`config.mk`:
```
export PLATFORM = sky130hd
export DESIGN_NAME = time_of_day_counter_flat
export DESIGN_NICKNAME = d
export VERILOG_FILES = /design/src/rtl/time_of_day_counter_if.sv /design/src/rtl/time_of_day_counter.sv /design/src/flat_wrapper.sv
export SDC_FILE = /design/constraint.sdc
export NUM_CORES = 1
export LEC_CHECK = 0
export BUFFER_PORTS_ARGS = -buffer_cell sky130_fd_sc_hd__buf_2
export CAP_MARGIN = 20
export CELL_PAD_IN_SITES_DETAIL_PLACEMENT = 1
export CELL_PAD_IN_SITES_GLOBAL_PLACEMENT = 1
export CORE_MARGIN = 5
export CORE_UTILIZATION = 40
export CTS_CLUSTER_DIAMETER = 100
export DETAILED_ROUTE_END_ITERATION = 10
export PLACE_DENSITY_LB_ADDON = 0.1
export SLEW_MARGIN = 20
export SYNTH_ARGS = -nofsm -noshare
export SYNTH_HDL_FRONTEND = slang
export SYNTH_SLANG_ARGS = --single-unit
```
`constraint.sdc`:
```
create_clock -name clk_in -period 3.6 [get_ports clk_in]
set_input_delay 0.72 -clock clk_in [delete_from_list [all_inputs] [get_ports clk_in]]
set_output_delay 0.72 -clock clk_in [all_outputs]
set_load 0.05 [all_outputs]
```
`src/rtl/time_of_day_counter_if.sv`:
```
// Purpose: bundles the time-of-day counter's button/tick inputs and its time/status outputs.
// Latency: none; this is wiring only.
// Backpressure: none; inputs are level/pulse signals and outputs are always valid.
//
// Signals:
//   tick_in    divided-clock level from the clock divider (clk_in domain)
//   mode_btn   one-cycle pulse: advance set-mode state
//   inc_btn    one-cycle pulse: increment the field selected by the current mode
//   sec, min   seconds / minutes, 0..59
//   hour       displayed hour (0..23, or 1..12 in the 12-hour build)
//   pm         PM flag (12-hour build only, else 0)
//   mode       0=RUN 1=SET_HOUR 2=SET_MIN
//   min_pulse  one-cycle pulse on a minute carry
//   day_pulse  one-cycle pulse on the 23:59:59 -> 00:00:00 wrap
// master drives the inputs and reads the time; slave is the counter itself.
interface time_of_day_counter_if;
    logic       tick_in;
    logic       mode_btn;
    logic       inc_btn;
    logic [5:0] sec;
    logic [5:0] min;
    logic [4:0] hour;
    logic       pm;
    logic [1:0] mode;
    logic       min_pulse;
    logic       day_pulse;

    modport master (
        output tick_in, mode_btn, inc_btn,
        input  sec, min, hour, pm, mode, min_pulse, day_pulse
    );

    modport slave (
        input  tick_in, mode_btn, inc_btn,
        output sec, min, hour, pm, mode, min_pulse, day_pulse
    );
endinterface

```
`src/rtl/time_of_day_counter.sv`:
```
// Purpose: hh:mm:ss counter with button-driven set mode, stepped by rising edges of a 1 Hz level.
// Latency: outputs update on the clk_in edge that first samples tick_in high (TICK_DIV rises per second).
// Backpressure: none; every accepted rise or button pulse is consumed in the cycle it is sampled.
//
// Ports:
//   clk_in     system clock, all state on posedge
//   rst_n      asynchronous active-low reset
//   tod        time_of_day_counter_if.slave (tick_in, mode_btn, inc_btn in; sec, min, hour,
//              pm, mode, min_pulse, day_pulse out)
// Parameters:
//   TICK_DIV   tick_in rises per second step (>=1)
//   RESET_HOUR internal hour (0..23) loaded on reset
// Build option:
//   TWELVE_HOUR_EN  when defined, hour is shown as 1..12 with pm; otherwise hour is 0..23, pm=0.
//   The internal hour register is 0..23 in both builds.
module time_of_day_counter #(
    parameter int TICK_DIV   = 1,
    parameter int RESET_HOUR = 0
) (
    input  logic                  clk_in,
    input  logic                  rst_n,
    time_of_day_counter_if.slave  tod
);

    localparam logic [1:0] MODE_RUN      = 2'd0;
    localparam logic [1:0] MODE_SET_HOUR = 2'd1;
    localparam logic [1:0] MODE_SET_MIN  = 2'd2;

    // A one-bit divider register is kept even for TICK_DIV=1 so the compare below stays legal;
    // it then never leaves 0 and every rise is a step.
    localparam int              DIV_W    = (TICK_DIV > 1) ? $clog2(TICK_DIV) : 1;
    localparam logic [DIV_W-1:0] DIV_LAST = DIV_W'(TICK_DIV - 1);
    localparam logic [4:0]       H_RESET  = 5'(RESET_HOUR);

    logic             tick_q;
    logic [DIV_W-1:0] div_cnt;
    logic [5:0]       sec_q;
    logic [5:0]       min_q;
    logic [4:0]       h_q;
    logic [1:0]       mode_q;
    logic             min_pulse_q;
    logic             day_pulse_q;

    logic rise;
    logic sec_last;
    logic min_last;
    logic h_last;

    assign rise     = tod.tick_in & ~tick_q;
    assign sec_last = (sec_q == 6'd59);
    assign min_last = (min_q == 6'd59);
    assign h_last   = (h_q == 5'd23);

    always_ff @(posedge clk_in or negedge rst_n) begin
        if (!rst_n) begin
            tick_q      <= 1'b0;
            div_cnt     <= '0;
            sec_q       <= 6'd0;
            min_q       <= 6'd0;
            h_q         <= H_RESET;
            mode_q      <= MODE_RUN;
            min_pulse_q <= 1'b0;
            day_pulse_q <= 1'b0;
        end else begin
            tick_q      <= tod.tick_in;
            min_pulse_q <= 1'b0;
            day_pulse_q <= 1'b0;

            if (tod.mode_btn) begin
                // Mode change wins over a same-cycle rise or inc_btn, which are dropped.
                case (mode_q)
                    MODE_RUN: begin
                        mode_q  <= MODE_SET_HOUR;
                        sec_q   <= 6'd0;
                        div_cnt <= '0;
                    end
                    MODE_SET_HOUR: begin
                        mode_q <= MODE_SET_MIN;
                    end
                    default: begin
                        // Back to RUN with a fresh second: the next step needs a full TICK_DIV rises.
                        mode_q  <= MODE_RUN;
                        sec_q   <= 6'd0;
                        div_cnt <= '0;
                    end
                endcase
            end else begin
                case (mode_q)
                    MODE_RUN: begin
                        if (rise) begin
                            if (div_cnt == DIV_LAST) begin
                                div_cnt <= '0;
                                if (sec_last) begin
                                    sec_q       <= 6'd0;
                                    min_pulse_q <= 1'b1;
                                    if (min_last) begin
                                        min_q <= 6'd0;
                                        if (h_last) begin
                                            h_q         <= 5'd0;
                                            day_pulse_q <= 1'b1;
                                        end else begin
                                            h_q <= h_q + 5'd1;
                                        end
                                    end else begin
                                        min_q <= min_q + 6'd1;
                                    end
                                end else begin
                                    sec_q <= sec_q + 6'd1;
                                end
                            end else begin
                                div_cnt <= div_cnt + 1'b1;
                            end
                        end
                    end
                    MODE_SET_HOUR: begin
                        if (tod.inc_btn) begin
                            h_q <= h_last ? 5'd0 : h_q + 5'd1;
                        end
                    end
                    MODE_SET_MIN: begin
                        // Minute setting wraps on its own; it never carries into the hour.
                        if (tod.inc_btn) begin
                            min_q <= min_last ? 6'd0 : min_q + 6'd1;
                        end
                    end
                    default: begin
                        // Encoding 3 cannot be entered; recover to RUN if it ever appears.
                        mode_q <= MODE_RUN;
                    end
                endcase
            end
        end
    end

    assign tod.sec       = sec_q;
    assign tod.min       = min_q;
    assign tod.mode      = mode_q;
    assign tod.min_pulse = min_pulse_q;
    assign tod.day_pulse = day_pulse_q;

`ifdef TWELVE_HOUR_EN
    // h%12 without a divider: h is at most 23, so one conditional subtract suffices.
    logic [4:0] h_mod12;
    assign h_mod12  = (h_q >= 5'd12) ? (h_q - 5'd12) : h_q;
    assign tod.hour = (h_mod12 == 5'd0) ? 5'd12 : h_mod12;
    assign tod.pm   = (h_q >= 5'd12);
`else
    assign tod.hour = h_q;
    assign tod.pm   = 1'b0;
`endif

endmodule
```
`src/flat_wrapper.sv`:
```
// flat-port wrapper written by rule: the top's interface ports become plain ports
module time_of_day_counter_flat 
#(
    parameter int TICK_DIV   = 1,
    parameter int RESET_HOUR = 0
)
  (clk_in, rst_n, tod_tick_in, tod_mode_btn, tod_inc_btn, tod_sec, tod_min, tod_hour, tod_pm, tod_mode, tod_min_pulse, tod_day_pulse);
  time_of_day_counter_if tod_i ();
  input  logic clk_in;
  input  logic rst_n;
  input wire logic [$bits(tod_i.tick_in)-1:0] tod_tick_in;
  input wire logic [$bits(tod_i.mode_btn)-1:0] tod_mode_btn;
  input wire logic [$bits(tod_i.inc_btn)-1:0] tod_inc_btn;
  output wire logic [$bits(tod_i.sec)-1:0] tod_sec;
  output wire logic [$bits(tod_i.min)-1:0] tod_min;
  output wire logic [$bits(tod_i.hour)-1:0] tod_hour;
  output wire logic [$bits(tod_i.pm)-1:0] tod_pm;
  output wire logic [$bits(tod_i.mode)-1:0] tod_mode;
  output wire logic [$bits(tod_i.min_pulse)-1:0] tod_min_pulse;
  output wire logic [$bits(tod_i.day_pulse)-1:0] tod_day_pulse;
  assign tod_i.tick_in = tod_tick_in;
  assign tod_i.mode_btn = tod_mode_btn;
  assign tod_i.inc_btn = tod_inc_btn;
  assign tod_sec = tod_i.sec;
  assign tod_min = tod_i.min;
  assign tod_hour = tod_i.hour;
  assign tod_pm = tod_i.pm;
  assign tod_mode = tod_i.mode;
  assign tod_min_pulse = tod_i.min_pulse;
  assign tod_day_pulse = tod_i.day_pulse;
  time_of_day_counter #(.TICK_DIV(TICK_DIV), .RESET_HOUR(RESET_HOUR)) u_core (.clk_in(clk_in), .rst_n(rst_n), .tod(tod_i));
endmodule
```
==> run summary, run 1 <==
The run finished with clean final reports. The layout has 343 filler cells. Yosys mapped a number of flops with a built-in enable equal to 0. The sequential area share after synthesis came out at 0.471.

The initial detailed-routing violation count came out at 23. The placeable core region came out at 2780 sq um. Sorting the synthesized cells by area gives the leading types as sky130_fd_sc_hd__dfrtp_1, sky130_fd_sc_hd__o21ai_0, sky130_fd_sc_hd__nand2_1. Row generation in the floorplan step produced 19 rows. The area growth from synthesis to layout came out at 16.2%. After synthesis, the mean cell area works out to 9.74 sq um. The reg-to-reg setup timing slack is 1.24 ns. The share of total power in sequential cells came out at 0.379. For this run, the slowest stage of the critical path takes 0.56 ns. The count of state elements after synthesis is 22. By startpoint and endpoint, the worst setup path is classified as reg2reg. The number of different library cells in the post-synthesis netlist is 40. The number of pins with negative max-slew slack in the final report came out at 0.

The clock-pin slew of the registers on the worst-case setup and hold paths is 0.13 ns. The total non-filler cell area in the finished layout came out at approximately 1400 sq um. The number of global-route vias before repair is a little over 1000. Of all nets on the critical path, the largest fanout is 8. The number of buffers inserted during clock tree synthesis is 3. In this run the critical register-to-register path is launched from u_core.tod.mode[0]. Of all cell types, the one taking the most synthesized area is sky130_fd_sc_hd__dfrtp_1. The area of placed instances is 1320 sq um. Static timing analysis puts the maximum clock frequency at around 0.42 GHz. The TritonCTS clock tree is built. The initial cell density of the core came out at 0.420. Pin placement for this block handled 27 I/O pins. The initial antenna violation count came to 0. The design internal power came out at around 540 uW. Counting every instance in the synthesized netlist gives 120.

Summing over every cut layer, the via total after detailed routing is 1019. Data on the critical path is required at its endpoint by 3.80 ns. The clock period minus final worst setup slack came out at about 2.4 ns. In this run the number of H-tree levels came out at 1.

The number of nets in the layout is 156. The routed wire length is 2810 um. For this design the ratio of total power to cell area is 824 nW/um^2.

The share of total power dissipated in combinational logic is 0.497. The share of flip-flops with an asynchronous set or reset is 1.00. The worst setup path is launched from a register.

Measured along the x axis, the die boundary spans 64.1 um. The fraction of final layout cells with drive strength greater than 1 is 0.252. The final antenna diode count came out at 0. The cell area after technology mapping is 1170 sq um.

The global-route wire length before repair is 5050 um. The post-CTS resize count is 0. After detailed routing, the average wire length per cell comes to roughly 16 um. Buffers inserted to repair hold after CTS numbered 0. The total iterations of the first detailed-routing run came out at 4.

The number of DRC violations after detailed routing came out at 0. The kind of cell adding the most delay to the critical path is simple AND/OR/NAND/NOR gates. The reg-to-reg critical path endpoint is u_core.tod.hour[4].

The arrival time reported for the critical path endpoint came out at 2.55 ns. The residual overflow from global routing is 0. The worst setup path is captured at a register. The count of port buffers added during placement is 25.

The latest clock arrival within the worst-skew pair came out at 0.31 ns. The floorplan die area came out at a little over 4000 sq um. The routability congestion estimate came out at 0.738. The buffer cell driving the clock tree root is sky130_fd_sc_hd__clkbuf_4. The sum of negative setup slack came out at 0 ns.

Excluding fillers, the count of instances in the completed layout stands at 178. The cell at the slowest stage of the critical path is sky130_fd_sc_hd__or4_4. The die is between 60 and 70 um tall.

The logic depth of the worst register-to-register path came out at 4. The switching fraction of total power is 0.521. The number of antenna-violating nets in the routed design came out at 0. The number of setup violations in the final report is 0.

Detailed placement finished with a half-perimeter wire length of 2110 um. The clock sink count came out at 22. For this run, the leading register cell type out of synthesis is sky130_fd_sc_hd__dfrtp_1.

Of the post-synthesis cell area, the dominant cell type holds 0.471. IR analysis of the VDD net gives a maximum drop of 0.484 mV. The number of buffer and inverter instances along the worst setup path came out at 0. The max-cap violation count is 0.

For this run, the number of Yosys warnings is 0. The total placed cells including tap cells is 174. Setup repair after global routing left no endpoint under its margin.

Walking the worst path, the cells encountered are or4b_4 -> or4_4 -> a211oi_1 -> mux2_1. Entering global routing, the biggest net connects 23 pins. The worst-case clock skew is 0.0123 ns. The buffer count from post-CTS setup fixing came out at 0.

The number of endpoints with negative hold slack in the final report came to 0. The via count normalized by instance count is between 5 and 6. Of the available clock period, the critical path in the final layout requires 0.654. The clock passes through at most 2 buffers. The share of total power in the clock network is 0.124. The post-synth net total came out at 128. The aggregate global-route resource usage is 0.153.

The total leakage power is just over 0.0006 uW. The tightest min-delay check is of the in2async type. For this design the total switching power over the nets is 582 uW.
layer usage:
layer,GRT usage,share of wire
met5,0,0
met4,0.0494,0.012
met3,0.0333,0.044
met2,0.240,0.47
met1,0.208,0.47
metrics by stage:
step	setup WS, ns	hold WS, ns	total power, uW	util
global placement	1.04	0.500	972	0.475
CTS	1.25	0.371	1140	0.488
detailed placement	1.01	0.539	993	0.475
global route	1.17	0.362	1210	0.488
floorplan	1.16	0.424	840	-
finish	1.24	0.352	1120	0.488
cell usage after synthesis (all sizes together) (2+ instances only):
| library cell | number |
|---|---|
| mux2 | 6 |
| inv | 3 |
| nand2 | 15 |
| nand4 | 2 |
| ha | 3 |
| a21oi | 6 |
| and3 | 2 |
| or4 | 2 |
| nor3b | 2 |
| nand3 | 4 |
| o21ai | 12 |
| a211oi | 3 |
| a22o | 2 |
| nor2 | 8 |
| nor2b | 2 |
| nand3b | 3 |
| dfrtp | 22 |
| or3 | 3 |
worst reg2reg max path, cell delays in order (launching register included):
cell and delay (ns):
sky130_fd_sc_hd__dfrtp_1 0.50, sky130_fd_sc_hd__or4b_4 0.55, sky130_fd_sc_hd__or4_4 0.56, sky130_fd_sc_hd__a211oi_1 0.29, sky130_fd_sc_hd__mux2_1 0.34
worst max-delay path by stage:
stage	startpoint	endpoint	slack (ns)	cells after the start
floorplan	u_core.tod.mode[1]	u_core.tod.hour[3]	1.16	4
global placement	tod_tick_in	u_core.tod.hour[4]	1.04	5
detailed placement	tod_tick_in	u_core.tod.hour[3]	1.01	5
CTS	u_core.tod.mode[0]	u_core.tod.hour[4]	1.25	4
global route	u_core.tod.mode[0]	u_core.tod.hour[4]	1.17	4
finish	u_core.tod.mode[0]	u_core.tod.hour[4]	1.24	4
flip-flops by register name, indices dropped and copies added (netlist names):
name,cells
u_core.tod.hour,5
u_core.tick_q,1
u_core.tod.mode,2
u_core.tod.day_pulse,1
u_core.tod.min_pulse,1
u_core.tod.sec,6
u_core.tod.min,6
final cells by class:
cell class	count	area [sq um]	area share
timing repair buffer	25	125	0.0922
clock buffer	4	36.3	0.0267
multi-input combinational	93	596	0.439
sequential	22	551	0.406
tap	31	38.8	0.0286
inverter	3	11.3	0.00829
logic make-up (layout without fill, tap and decap cells):
group           after synthesis  count (layout)  synth area share
mux                           6               6            0.0578
compound gates               29              29             0.154
fa+ha+maj                     3               3            0.0321
buf+inv                       5              32            0.0193
flops                        22              22             0.471
xor+xnor                      2               2            0.0150
simple gates                 52              52             0.247
other cells                   1               1           0.00321
power groups by stage:
stage / sequential (uW) / clock (uW) / combinational (uW)
after floorplan: 660 / 0 / 180
after global placement: 421 / 0 / 551
after detailed placement: 431 / 0 / 562
after CTS: 425 / 147 / 564
after global routing: 444 / 161 / 600
final: 424 / 138 / 556
cells in the final DEF, fill, tap and decap left out, types with 2 or more instances in the layout:
master | netlist | routed
sky130_fd_sc_hd__clkbuf_4 | 0 | 3
sky130_fd_sc_hd__mux2_2 | 4 | 4
sky130_fd_sc_hd__nand4_1 | 2 | 2
sky130_fd_sc_hd__buf_2 | 0 | 25
sky130_fd_sc_hd__o21ai_0 | 12 | 12
sky130_fd_sc_hd__inv_1 | 3 | 3
sky130_fd_sc_hd__mux2_1 | 2 | 2
sky130_fd_sc_hd__nor2b_1 | 2 | 2
sky130_fd_sc_hd__nand3b_1 | 3 | 3
sky130_fd_sc_hd__nor2_1 | 8 | 8
sky130_fd_sc_hd__a22o_1 | 2 | 2
sky130_fd_sc_hd__ha_1 | 3 | 3
sky130_fd_sc_hd__nand3_1 | 4 | 4
sky130_fd_sc_hd__a211oi_1 | 3 | 3
sky130_fd_sc_hd__dfrtp_1 | 22 | 22
sky130_fd_sc_hd__or3_1 | 3 | 3
sky130_fd_sc_hd__a21oi_1 | 6 | 6
sky130_fd_sc_hd__nor3b_1 | 2 | 2
sky130_fd_sc_hd__nand2_1 | 15 | 15
sky130_fd_sc_hd__and3_1 | 2 | 2
Power figures use the tool's default switching activity.
==> run 2, diff against run 1 <==
CORE_UTILIZATION = 39   (was 40)
clock period = 2.5 ns   (was 3.6 ns; I/O delays follow)
==> run summary, run 2 (synthesis gave the netlist of run 1 again) <==
The worst hold path belongs to the class in2async. The placeable core region came out at 2810 sq um (+0.85%). The initial antenna violation count is 0 (unchanged).

The initial cell density of the core was 0.417 (-0.00356). The top-level port count came out at 27 (unchanged). The global-route wire length before repair came out at 5040 um (-0.14%).

The number of cells in the finished layout apart from fillers came out at 179 (+0.56%). The number of setup violations in the final report is 0 (unchanged). The clock period minus final worst setup slack was 2.33 ns (-0.0243 ns). TritonCTS built the clock tree. The aggregate global-route resource usage came out at 0.152 (-0.000927). The total power per unit cell area came out at 1180 nW/um^2 (+44%). The logic depth of the worst register-to-register path is 4 (unchanged).

The share of total power in sequential cells is 0.367 (-0.012). The number of endpoints with negative hold slack in the final report is 0 (unchanged). The average routed wire per standard cell came out at 16.0 um (+1.1%). The worst setup path is launched from a register. The buffer cell driving the clock tree root is sky130_fd_sc_hd__clkbuf_4. The number of buffers inserted during clock tree synthesis came to 3 (unchanged). The routed wire length came out at 2860 um (+1.7%). The post-CTS resize count is 0 (unchanged). The worst-case clock skew came out at 0.000876 ns (-0.0114 ns). The buffer count from post-CTS setup fixing was 0 (unchanged). The area growth from synthesis to layout came out at 16.8%.

The critical path endpoint category is a register. The final antenna diode count came out at 0 (unchanged). The count of vias placed by the detailed router is 1027 (+0.79%). The largest driver fanout on the critical path came out at 7 (-1). The combinational share of power was 0.512 (+0.015). The fraction of final layout cells with drive strength greater than 1 was 0.257 (+0.00506).

The total placed cells including tap cells came out at 175 (+0.57%). The count of port buffers added during placement came out at 25 (unchanged). The switching fraction of total power came out at 0.515 (-0.00508).

The data required time of the worst path is 2.70 ns (-1.10 ns). The largest net degree at the start of global routing was 23 (unchanged). The final design utilization is 0.487 (-0.00146). The number of global-route vias before repair came out at 1033 (-0.097%).

The initial detailed-routing violation count came out at 15 (-35%). The clock sink count is 22 (unchanged). The placed wire-length estimate after detailed placement came out at 2210 um (+4.8%). The design internal power is 783 uW (+46%). The ratio of final minimum period to clock period came out at 0.932 (+0.278). The share of total power in the clock network came to 0.121 (-0.003). The clock-pin slew of the registers on the worst-case setup and hold paths is 0.12 ns (about the same). The clock tree buffer depth is 2 (unchanged). The top cell types in the final layout, fill and taps aside, are sky130_fd_sc_hd__buf_2, sky130_fd_sc_hd__dfrtp_1, sky130_fd_sc_hd__nand2_1. The row count is 19 (unchanged).

The latest clock arrival within the worst-skew pair came out at 0.30 ns (about the same). The via count normalized by instance count came out at 5.74 (+0.22%). The floorplan die height came out at 64.7 um (+1.1%). The maximum clock rate is 0.429 GHz (+1.0%).

The number of pins with negative max-slew slack in the final report is 0 (unchanged). The total iterations of the first detailed-routing run was 4 (unchanged). The flow ran to the end, and the final reports show no timing, DRC or antenna violations. The residual overflow from global routing is 0 (unchanged).

The sum of negative setup slack was 0 ns (unchanged). The total leakage power came to 0.000626 uW (+0.80%). The routability congestion estimate was 0.751 (+1.8%). The floorplan die area came out at 4190 sq um (+2.2%).

The number of nets in the layout came out at 157 (+0.64%). The worst IR drop on VDD is 0.614 mV (+27%). The horizontal extent of the die came out at 64.7 um (+1.1%). The library cell used most frequently in the layout, excluding fill and tap cells, is sky130_fd_sc_hd__buf_2. The max-cap violation count came out at 0 (unchanged). The depth of the CTS H-tree came to 1 (unchanged). The number of DRC violations after detailed routing is 0 (unchanged).

The count of hold-fix buffers inserted at cts came to 0 (unchanged). The switching power of the nets came to 833 uW (+43%). The arrival time reported for the critical path endpoint was 2.53 ns (-0.02 ns).

The number of antenna-violating nets in the routed design came out at 0 (unchanged). The type of the worst setup path is reg2reg. Setup repair after global routing left no endpoint under its margin.
[run 2: cell types whose count changed in the layout (fill, tap and decap cells not counted), sizes merged]
cell / change
buf: +1
[run 2: cell type report]
class	instances	area, sq um
Timing Repair Buffer	26	133
Clock buffer	4	36.3
Tap cell	31	38.8
Multi-Input combinational cell	93	596
Inverter	3	11.3
Sequential cell	22	551
Fill cell	344	1440
[run 2: final timing paths]
path	start	endpoint	slack, ns
min in group clk_in	tod_tick_in	u_core.tick_q	0.32
max	u_core.tod.mode[1]	u_core.tod.hour[4]	0.17
max in group asynchronous	rst_n	u_core.tod.mode[0]	2.03
max reg2reg	u_core.tod.mode[1]	u_core.tod.hour[4]	0.17
min reg2reg	u_core.tod.hour[2]	u_core.tod.hour[2]	0.53
min	rst_n	u_core.tod.sec[5]	0.14
[run 2: power by group through the flow]
stage	logic (uW)	clock network, uW	registers [uW]
after floorplan	260	0	950
after global placement	822	0	590
after detailed placement	838	0	602
after CTS	838	209	595
after global routing	892	224	623
final	827	195	593
[run 2: per-stage QoR]
| stage | setup slack, ns | area [sq um] | power, uW | hold slack (ns) |
|---|---|---|---|---|
| final | 0.169 | 1370 | 1620 | 0.139 |
| after global routing | 0.0642 | 1370 | 1740 | 0.159 |
| after CTS | 0.165 | 1370 | 1640 | 0.140 |
| after detailed placement | 0.110 | 1330 | 1440 | 0.498 |
| after global placement | 0.159 | 1330 | 1410 | 0.497 |
| after floorplan | 0.0608 | 1170 | 1210 | 0.204 |
[run 2: critical path: stages, from the launching register on]
cell                       delay [ns]
sky130_fd_sc_hd__dfrtp_1         0.46
sky130_fd_sc_hd__or4b_4          0.56
sky130_fd_sc_hd__or4_4           0.55
sky130_fd_sc_hd__a211oi_1        0.30
sky130_fd_sc_hd__mux2_1          0.35
[run 2: metal layers]
metal	vias up	global-route usage	share of wire
met5	-	0	0
met4	0	0.0317	0.0073
met3	2	0.0380	0.042
met2	21	0.255	0.48
met1	507	0.197	0.47
li1	497	-	-
==> run 3, diff against run 2 <==
clock period = 2.25 ns   (was 2.5 ns; I/O delays follow)
==> run summary, run 3 (synthesis gave the netlist of run 1 again) <==
The arrival time reported for the critical path endpoint was 2.36 ns (-0.17 ns). The number of nets in the layout came out at 160 (+1.9%). The largest net degree at the start of global routing is 23 (unchanged). The total power per unit cell area is 1310 nW/um^2 (+11%). The combinational share of power is 0.517 (+0.005). The number of setup violations in the final report was 0 (unchanged). The floorplan die height came out at 64.7 um (unchanged).

The placed wire-length estimate after detailed placement came out at 2320 um (+4.8%). The aggregate global-route resource usage is 0.161 (+0.00918). Relative to the synthesized area, the layout overhead comes to 20.6%. The launching element type of the critical path is a register. The clock-pin slew of the registers on the worst-case setup and hold paths came out at 0.14 ns (+0.02 ns). The max-cap violation count was 0 (unchanged). The via count normalized by instance count is 5.71 (-0.50%). The floorplan die area is 4190 sq um (unchanged). The critical path endpoint category is a register. The count of port buffers added during placement came out at 25 (unchanged). The setup slack of the critical path after layout was 0.114 ns (-0.0553 ns). The switching power of the nets is 954 uW (+15%). The global-route wire length before repair is 5310 um (+5.2%). The sum of negative setup slack is 0 ns (unchanged).

The residual overflow from global routing was 0 (unchanged). The routability congestion estimate is 0.829 (+10%). The number of DRC violations after detailed routing came out at 0 (unchanged). The maximum clock rate is 0.468 GHz (+9.1%). The initial cell density of the core came out at 0.417 (unchanged). The clock sink count is 22 (unchanged). The share of total power in sequential cells came out at 0.357 (-0.010).

The post-CTS resize count came out at 0 (unchanged). The number of antenna-violating nets in the routed design is 0 (unchanged). The clock period minus final worst setup slack is 2.14 ns (-0.195 ns).

The row count is 19 (unchanged). The worst relative slew slack came out at 0.664. The slew at the pin with the worst max-slew slack came out at roughly 0.50 ns. The depth of the CTS H-tree is 1 (unchanged).

The design internal power is 892 uW (+14%). The total leakage power came out at 0.000635 uW (+1.3%). The initial detailed-routing violation count was 39 (+24). The path type of the worst min-delay path is in2async. The total iterations of the first detailed-routing run came out at 4 (unchanged). The pre-CTS worst setup slack is 0.0427 ns (-0.0677 ns).

The number of cells in the finished layout apart from fillers came out at 182 (+1.7%). The placeable core region came out at 2810 sq um (unchanged). The top-level port count is 27 (unchanged). The area of all sequential standard cells came to 558 sq um (+1.4%). The worst-case clock skew came out at 0.00930 ns (+0.00843 ns). The number of global-route vias before repair is 1079 (+4.5%). In this run the clock root is driven by a sky130_fd_sc_hd__clkbuf_4. The data required time of the worst path came out at 2.47 ns (-0.23 ns). The critical path is of the reg2reg type. The run finished with clean final reports.

The library cell used most frequently in the layout, excluding fill and tap cells, is sky130_fd_sc_hd__buf_2. The worst IR drop on VDD was 0.637 mV (+3.8%). The total placed cells including tap cells is 178 (+1.7%). The number of buffers inserted during clock tree synthesis is 3 (unchanged). The clock tree buffer depth is 2 (unchanged). The ratio of final minimum period to clock period is 0.949 (+0.0171). The number of pins with negative max-slew slack in the final report is 0 (unchanged). The fraction of final layout cells with drive strength greater than 1 is 0.331 (+0.0744).

The area occupied by multi-input gates came out at 609 sq um (+2.3%). The count of hold-fix buffers inserted at cts is 0 (unchanged). The largest driver fanout on the critical path is 4 (-3).

The final antenna diode count is 0 (unchanged). TritonCTS built the clock tree. The buffer count from post-CTS setup fixing is 0 (unchanged). The initial antenna violation count is 0 (unchanged). The top cell types in the final layout, fill and taps aside, are sky130_fd_sc_hd__buf_2, sky130_fd_sc_hd__dfrtp_1, sky130_fd_sc_hd__nand2_1. The latest clock arrival within the worst-skew pair came out at 0.33 ns (+0.03 ns).

The count of vias placed by the detailed router came out at 1039 (+1.2%). The horizontal extent of the die came out at 64.7 um (unchanged). The routed wire length is 3010 um (+5.2%).

Setup repair after global routing left no endpoint under its margin. The number of fill cells came out at 338 (-1.7%). The logic depth of the worst register-to-register path is 4 (unchanged). The average routed wire per standard cell is 16.5 um (+3.5%). The switching fraction of total power is 0.517 (+0.00137). The number of endpoints with negative hold slack in the final report came to 0 (unchanged).

The share of total power in the clock network was 0.126 (+0.005).
## run 3: routing by layer
layer,vias up,wire [um],track usage
li1,501,-,-
met1,512,1350,0.194
met4,0,30,0.0396
met2,21,1510,0.287
met5,-,0,0
met3,5,116,0.0380
## run 3: worst paths after layout
kind / from / to / slack (ns)
min: rst_n / u_core.tod.hour[2] / 0.07
max reg2reg: u_core.tod.mode[1] / u_core.tod.hour[4] / 0.11
min in group clk_in: tod_tick_in / u_core.tick_q / 0.25
max: u_core.tod.mode[1] / u_core.tod.hour[4] / 0.11
min reg2reg: u_core.tod.hour[2] / u_core.tod.hour[2] / 0.53
max in group asynchronous: rst_n / u_core.tod.sec[0] / 1.81
## run 3: worst max-delay path: stages, from the launching register on
cell and delay [ns]:
sky130_fd_sc_hd__dfrtp_2 0.42, sky130_fd_sc_hd__or4b_4 0.54, sky130_fd_sc_hd__or4_4 0.47, sky130_fd_sc_hd__a211oi_2 0.26
sky130_fd_sc_hd__mux2_1 0.35
## run 3: layout make-up
class,count,area share
Sequential cell,22,0.396
Clock buffer,4,0.0258
Tap cell,31,0.0275
Inverter,3,0.00799
Multi-Input combinational cell,93,0.433
Timing Repair Buffer,29,0.110
## run 3: per-stage QoR
stage	power (uW)	instance area [sq um]	hold slack, ns	utilization
after floorplan	1360	1190	0.154	-
after global placement	1600	1370	0.455	0.489
after detailed placement	1640	1370	0.451	0.489
after CTS	1870	1410	0.0782	0.502
after global routing	1990	1410	0.0888	0.502
final	1850	1410	0.0651	0.502
## run 3: power by group through the flow
stage | Sequential [uW] | Combinational, uW | Clock [uW]
3_3_place_gp | 657 | 944 | 0
6_report | 660 | 954 | 232
4_1_cts | 662 | 968 | 241
3_5_place_dp | 670 | 966 | 0
2_1_floorplan | 1070 | 294 | 0
5_1_grt | 689 | 1040 | 262
